## config.mk

```make
export PLATFORM = sky130hd
export DESIGN_NAME = column_scheduler
export DESIGN_NICKNAME = d
export VERILOG_FILES = /design/src/rtl/column_scheduler.sv
export SDC_FILE = /design/constraint.sdc
export NUM_CORES = 2
export LEC_CHECK = 0
export ABC_CLOCK_PERIOD_IN_PS = 41500
export CORE_AREA = 2 2 474 476
export DETAILED_ROUTE_END_ITERATION = 10
export DIE_AREA = 0 0 476 478
export DONT_BUFFER_PORTS = 1
export PLACE_DENSITY = 0.49
export SLEW_MARGIN = 10
export SYNTH_ARGS = -nofsm -noshare
export SYNTH_HDL_FRONTEND = slang
export SYNTH_SLANG_ARGS = --single-unit
```

## constraint.sdc

```tcl
create_clock -name clk -period 41.5 [get_ports clk]
set_input_delay 6.225 -clock clk [delete_from_list [all_inputs] [get_ports clk]]
set_output_delay 6.225 -clock clk [all_outputs]
set_load 0.05 [all_outputs]
```

## src/rtl/column_scheduler.sv

```systemverilog
// column_scheduler
//   Serialises a partial-product matrix through one shared column-compressor
//   slice. An accepted matrix is walked column by column, LSB first. For each
//   column the slice returns a sum bit, which lands at the column's own
//   weight, and a carry bit, which lands one column higher. A carry-out bus
//   from the slice feeds back as the next column's carry-in. After WIDTH
//   columns the scheduler presents sum_vec and carry_vec. Their sum, modulo
//   2^WIDTH, equals the sum of all partial products.
//
// Ports
//   clk, rst      clock and asynchronous active-high reset
//   in_valid      partial-product matrix offered (accepted only while in_ready)
//   in_ready      high in IDLE
//   pp            N_PP words of WIDTH bits; word k is P_k
//   slice_en      a column is being presented to the slice (RUN only)
//   slice_col     current column, P_0 bit at the MSB
//   slice_cin     carry-in to the slice (previous column's carry-out)
//   slice_s       sum bit returned by the slice
//   slice_c       carry bit returned by the slice, weight of the next column
//   slice_cout    carry-out from the slice toward the next column
//   out_valid     result vectors valid (DONE)
//   out_ready     consumer accepts the result
//   sum_vec       collected sum bits
//   carry_vec     collected carry bits at their own weight (bit 0 always 0)
//   busy          high whenever the scheduler is not IDLE

module column_scheduler #(
  parameter int N_PP  = 16,
  parameter int WIDTH = 64,
  parameter int CW    = 14
) (
  input  logic                  clk,
  input  logic                  rst,
  input  logic                  in_valid,
  output logic                  in_ready,
  input  logic [N_PP*WIDTH-1:0] pp,
  output logic                  slice_en,
  output logic [N_PP-1:0]       slice_col,
  output logic [CW-1:0]         slice_cin,
  input  logic                  slice_s,
  input  logic                  slice_c,
  input  logic [CW-1:0]         slice_cout,
  output logic                  out_valid,
  input  logic                  out_ready,
  output logic [WIDTH-1:0]      sum_vec,
  output logic [WIDTH-1:0]      carry_vec,
  output logic                  busy
);

  localparam int IW = (WIDTH > 1) ? $clog2(WIDTH) : 1;
  localparam logic [IW-1:0] LAST_COL = IW'(WIDTH - 1);

  typedef enum logic [1:0] {IDLE, RUN, DONE} state_t;

  state_t                  state;
  state_t                  state_next;
  logic [N_PP*WIDTH-1:0]   pp_reg;
  logic [IW-1:0]           col_idx;
  logic [CW-1:0]           carry_reg;
  logic                    last_col;
  logic [WIDTH-1:0]        pp_word [N_PP];
  logic [N_PP-1:0]         col_bits;

  assign last_col = (col_idx == LAST_COL);

  // The registered matrix is split into words so that each column bit can be
  // selected with an index of exactly the column-counter width.
  for (genvar k = 0; k < N_PP; k++) begin : g_col
    assign pp_word[k]          = pp_reg[WIDTH*k +: WIDTH];
    assign col_bits[N_PP-1-k]  = pp_word[k][col_idx];
  end

  // State register
  always_ff @(posedge clk or posedge rst) begin
    if (rst) begin
      state <= IDLE;
    end else begin
      state <= state_next;
    end
  end

  // Next-state and handshake/slice outputs. The slice bus is forced to zero
  // outside RUN so that a stale column never reaches the shared slice.
  always_comb begin
    state_next = state;
    in_ready   = 1'b0;
    out_valid  = 1'b0;
    slice_en   = 1'b0;
    slice_col  = '0;
    slice_cin  = '0;
    busy       = (state != IDLE);
    case (state)
      IDLE: begin
        in_ready = 1'b1;
        if (in_valid) state_next = RUN;
      end
      RUN: begin
        slice_en  = 1'b1;
        slice_col = col_bits;
        slice_cin = carry_reg;
        if (last_col) state_next = DONE;
      end
      DONE: begin
        out_valid = 1'b1;
        if (out_ready) state_next = IDLE;
      end
      default: state_next = IDLE;
    endcase
  end

  // Datapath. On the last column the carry bit and the carry-out would have
  // weight 2^WIDTH. Both are dropped, so the result is modulo 2^WIDTH. Dropping
  // them also keeps col_idx from wrapping, and carry_vec[0] is never written.
  always_ff @(posedge clk or posedge rst) begin
    if (rst) begin
      pp_reg    <= '0;
      col_idx   <= '0;
      carry_reg <= '0;
      sum_vec   <= '0;
      carry_vec <= '0;
    end else begin
      case (state)
        IDLE: begin
          if (in_valid) begin
            pp_reg    <= pp;
            col_idx   <= '0;
            carry_reg <= '0;
            sum_vec   <= '0;
            carry_vec <= '0;
          end
        end
        RUN: begin
          sum_vec[col_idx] <= slice_s;
          if (!last_col) begin
            carry_vec[col_idx + 1'b1] <= slice_c;
            carry_reg                 <= slice_cout;
            col_idx                   <= col_idx + 1'b1;
          end
        end
        default: ;
      endcase
    end
  end

endmodule

```

Yosys cells after proc, flatten, opt, wreduce, memory -nomap -nowiden
Cells that the tools add are included. Widths: inputs -> output; s select.

Add/subtract/negate cells: 1. Order comparisons: 4. Equality and inequality tests: 7. Mux-type cells: 57. Reductions and logical operators: 9.

Operators with widths (count): $pmux 64 s2 (2); $bwmux 64 (2); $mux 64 (2); $bmux 1 s6 (16); $mux 14 (3); $pmux 14 s2 (1); $mux 1 (21); $mux 16 (1); $lt 6x7->1 const B (2); $demux 1 s6 (2); $ge 6x1->1 const B (2); $mux 6 (2); $pmux 6 s2 (1); $ne 2x2->1 const B (4); $add 6x1->6 const B (1); $eq 6x6->1 const B (1); $mux 2 (3); $pmux 2 s3 (1); $reduce_and 3->1 (2); $reduce_and 2->1 (2); $reduce_bool 2->1 (2); $eq 2x1->1 const B (1); $eq 2x2->1 const B (1); $logic_and 1x1->1 (2); $logic_not 2->1 (1).

Register bits after elaboration: 1174. Bits of input ports: 1044. Output and inout port bits: 162. Word-level logic and storage cells: 84.

Longest topological paths before layout
Depth after elaboration: 8. Mapped depth: 11. Gate-level depth less buffers: 8.

Worst setup path after synthesis
No wires, ideal clock.

Path kind: flip-flop to output port. From: register col_idx[1]. To: output port slice_col[0]. Arrival: 2.522 ns. Setup slack: 32.753 ns. Cell stages (with the launch flop): 11. Buffers on the path: 6. Cell sequence: dfrtp_1 -> buf_2 -> buf_6 -> buf_2 -> buf_4 -> buf_2 -> buf_2 -> nand3_1 -> nand4_1 -> a21oi_1 -> a31oi_1.

Word-level cells in the longest chain between the ends: 3.

Ends and longest elaborated chain: from (decl) (line 58) `logic [IW-1:0] col_idx;`; from (signal assigned) (line 137) `col_idx <= col_idx + 1'b1;`; $bmux 1 s6 (line 70) `assign col_bits[N_PP-1-k] = pp_word[k][col_idx];`; $mux 1 (not written as such) (line 70); $mux 16 (line 92) `case (state)`; to (decl) (line 38) `output logic [N_PP-1:0] slice_col,`.

Every way passes these cells. The select of a mux whose other input is x is not followed.

Worst setup path after layout
From: register col_idx[0]. To: output port slice_col[6].

Same word-level chain as after synthesis.

==> summary.txt <==
Finish
  – Total Nets Final: 6968
  – Seq. cell area: 0.0294 sq mm
  – Commonest cells after routing, fill and taps aside: nand2_1, dfrtp_1, o21ai_0, clkbuf_16, mux2i_1
  – Most common cell after layout, fill and taps aside: nand2_1
  – # fillers: between 20000 and 25000
  – Post-route cell area: 0.0616 sq mm
  – Max reg flops: between 1000 and 1500
  – Multi-input logic area: 0.0226 sq mm
  – Share of layout cells above drive strength 1: 9.62%
  – Area grow syn2layout: 14.5%

Logic synthesis
  – EDFF count, synth: 0
  – FF+latch count, synth: 1174
  – Syn avg cell area: a little under 9 sq um
  – Synth top area cells: dfrtp_1, nand2_1, mux4_2, mux2i_1, a221oi_1
  – Fraction of registers with async set/reset: 100%
  – Synth cell types: 71
  – Syn_nets: 7141
  – Post-synthesis cell area: 0.0538 sq mm
  – Dominant synthesized flop cell: dfrtp_1
  – Sequential area share after synthesis: between 50% and 60%
  – Area leader, netlist: dfrtp_1
  – Cells after synthesis: a little over 6000
  – Share of the synthesized area in the top cell type: 54.6%
  – Ys Warns: 0

Pwr
  – VDD IR max: between 0.04 and 0.05 mV
  – Pwr dens: 94.5 mW/mm^2
  – Lkg Pwr: 30.1 nW
  – Total power: just under 0.006 W

Drt
  – Final ANT Viol Nets: 0
  – DRT iter0 DRCs: about 4200
  – Via count: 44310
  – DR WL met3: 22200 microns
  – Via/cell ratio: between 4 and 5
  – Routed Wire Length: 259000 microns
  – DRC: 0
  – DR pass1 iterations: 6
  – Routed len/inst: 28.6 microns
  – Met2 wire len: 124000 microns
  – DRT met1 WL: about 100000 microns
  – Uppermost layer routed: met5

STA
  – Worst-Margin Slew: 1.17 ns
  – Setup TNS: 0 ns
  – Final Slew Violations: 0
  – Skew final: about 0.025 ns
  – RSZ-0062 raised after global routing: false
  – Final min period: roughly 12 ns
  – Final setup fails: 0
  – Fmax: 84.8 MHz
  – Final hold vios: 0
  – Tcrit/Tclk final: 28.4%
  – Final Hold Slack: 0.458 ns
  – Slew HR: 21.9%

Worst setup path
  – Crit end category: output port
  – Worst Path Class, Setup: reg -> out
  – Worst-path fanout max: 48
  – Critical Path RT: around 35 ns
  – CP Data Arrival Time: 5.56 ns
  – CP startpoint kind: flip-flop

Global route
  – GRT Overall Usage: ~22%
  – Vias in the first global route: 44040
  – Congestion Overflow GR: 0
  – Initial antenna violation count: 67
  – Largest net degree at the start of global routing: 207
  – Global-route wire length before repair: 352000 microns

CTS
  – Clock H-tree levels: 4
  – Post-CTS Resized: 0
  – Clk pin slew, worst setup/hold paths: 0.05 ns
  – CTS root buffer: clkbuf_16
  – Post-CTS Setup Bufs: 0
  – Hold buffers post-CTS: 0
  – Max clock buf depth: 3
  – TritonCTS buffer count: 143
  – Clk sink count: 1174
  – Worst skew pair latency: 0.78 ns
  – CTS tree: yes

Placed design
  – # port buffers: 0
  – Final Wtd Congestion: 0.891
  – Post-DP HPWL: 188000 microns
  – Placed cell areas: 0.0567 sq mm

Floorplanning
  – Io pins: 1206
  – Die area: 0.228 sq mm
  – Rows: 174
  – Chip height: 478 microns
  – Die W: 476 microns
  – Initial Util: 24.1%
  – Core Box Area: 0.223 sq mm

Worst hold path
  – Hold Path Class: reg -> reg

Run status
  – Status: finished, final reports clean

Run
  – Max-cap viol count: 0
-- metal layers --
| layer | track usage [%] | vias to the layer above |
|---|---|---|
| met5 | 0 | - |
| met2 | 36.4 | 2009 |
| met3 | 6.12 | 387 |
| li1 | - | 19654 |
| met4 | 7.43 | 32 |
| met1 | 27.5 | 22228 |
-- area by class of cell --
type | count | share of cell area (%)
Antenna cell | 22 | 0.0893
Sequential cell | 1174 | 47.7
Inverter | 9 | 0.0853
Tap cell | 2992 | 6.07
Clock inverter | 49 | 0.997
Multi-Input combinational cell | 4487 | 36.7
Clock buffer | 203 | 6.92
Timing Repair Buffer | 108 | 1.46
-- worst paths after layout --
| kind | from | to | slack [ns] | depth (start not counted) |
|---|---|---|---|---|
| max in group asynchronous | rst | pp_reg[728] | 31.54 | 6 |
| setup / recovery | col_idx[0] | slice_col[6] | 29.71 | 7 |
| hold / removal | carry_reg[9] | carry_reg[9] | 0.46 | 2 |
| hold reg to reg | carry_reg[9] | carry_reg[9] | 0.46 | 2 |
| min in group asynchronous | rst | pp_reg[961] | 5.42 | 1 |
| setup reg to reg | state[0] | pp_reg[594] | 34.81 | 11 |
-- Yosys cell counts, drive strengths merged, types with 3 or more instances --
cell        n
dfrtp    1174
nand4       3
a41oi       5
clkbuf    254
buf       172
nor2b       9
a2bb2oi     3
a21oi     106
mux4       92
nand2b      4
and2       23
a22oi      53
o211ai     66
a211oi      6
nor2       90
o221ai      9
nand2    3260
mux2i     110
a221o       9
a221oi    116
a22o       27
o22a        8
mux2       77
nand3b      3
xnor2       4
nor3       11
o21ai     173
a31oi       8
o2bb2ai     6
or2         3
a222oi      6
a32oi       5
nor3b       6
o22ai      40
and3        8
xor2        4
o31a        5
nand3     107
inv         9
and3b       6
-- where the power goes --
group | switching (W) | internal (W)
clock network | 0.000532 | 0.000779
registers | 0.000508 | 0.00166
logic | 0.00162 | 0.000729
total | 0.00266 | 0.00317
-- critical path, cell delays in order (launching register included) --
cell and delay [ns]:
dfrtp_4 0.86, buf_4 0.74, buf_4 0.73, buf_4 0.57, nand2_1 0.52, o22ai_1 0.29
o21ai_0 0.16, a41oi_2 0.72
-- metrics by stage --
| step | std cells | utilization (%) | setup WS (ns) |
|---|---|---|---|
| 6_report | 9044 | 27.6 | 29.71 |
| 3_5_place_dp | 8770 | 25.4 | 29.50 |
| 5_1_grt | 9028 | 27.6 | 29.25 |
| 3_3_place_gp | 8770 | 25.4 | 29.60 |
| 4_1_cts | 9022 | 27.6 | 29.35 |
| 2_1_floorplan | 6096 | - | 2.21 |
-- logic make-up (layout without fill, tap and decap cells) --
kind of cell / Yosys count / count (layout) / synth area share [%]
mux: 279 / 279 / 7.52
fa+ha+maj: 1 / 1 / 0.0232
compound gates: 660 / 660 / 8.42
xor+xnor: 8 / 8 / 0.186
buf+inv: 435 / 369 / 3.76
simple gates: 3539 / 3539 / 25.5
flops: 1174 / 1174 / 54.6
other cells: 0 / 22 / 0
(Power assumes the default switching activity.)
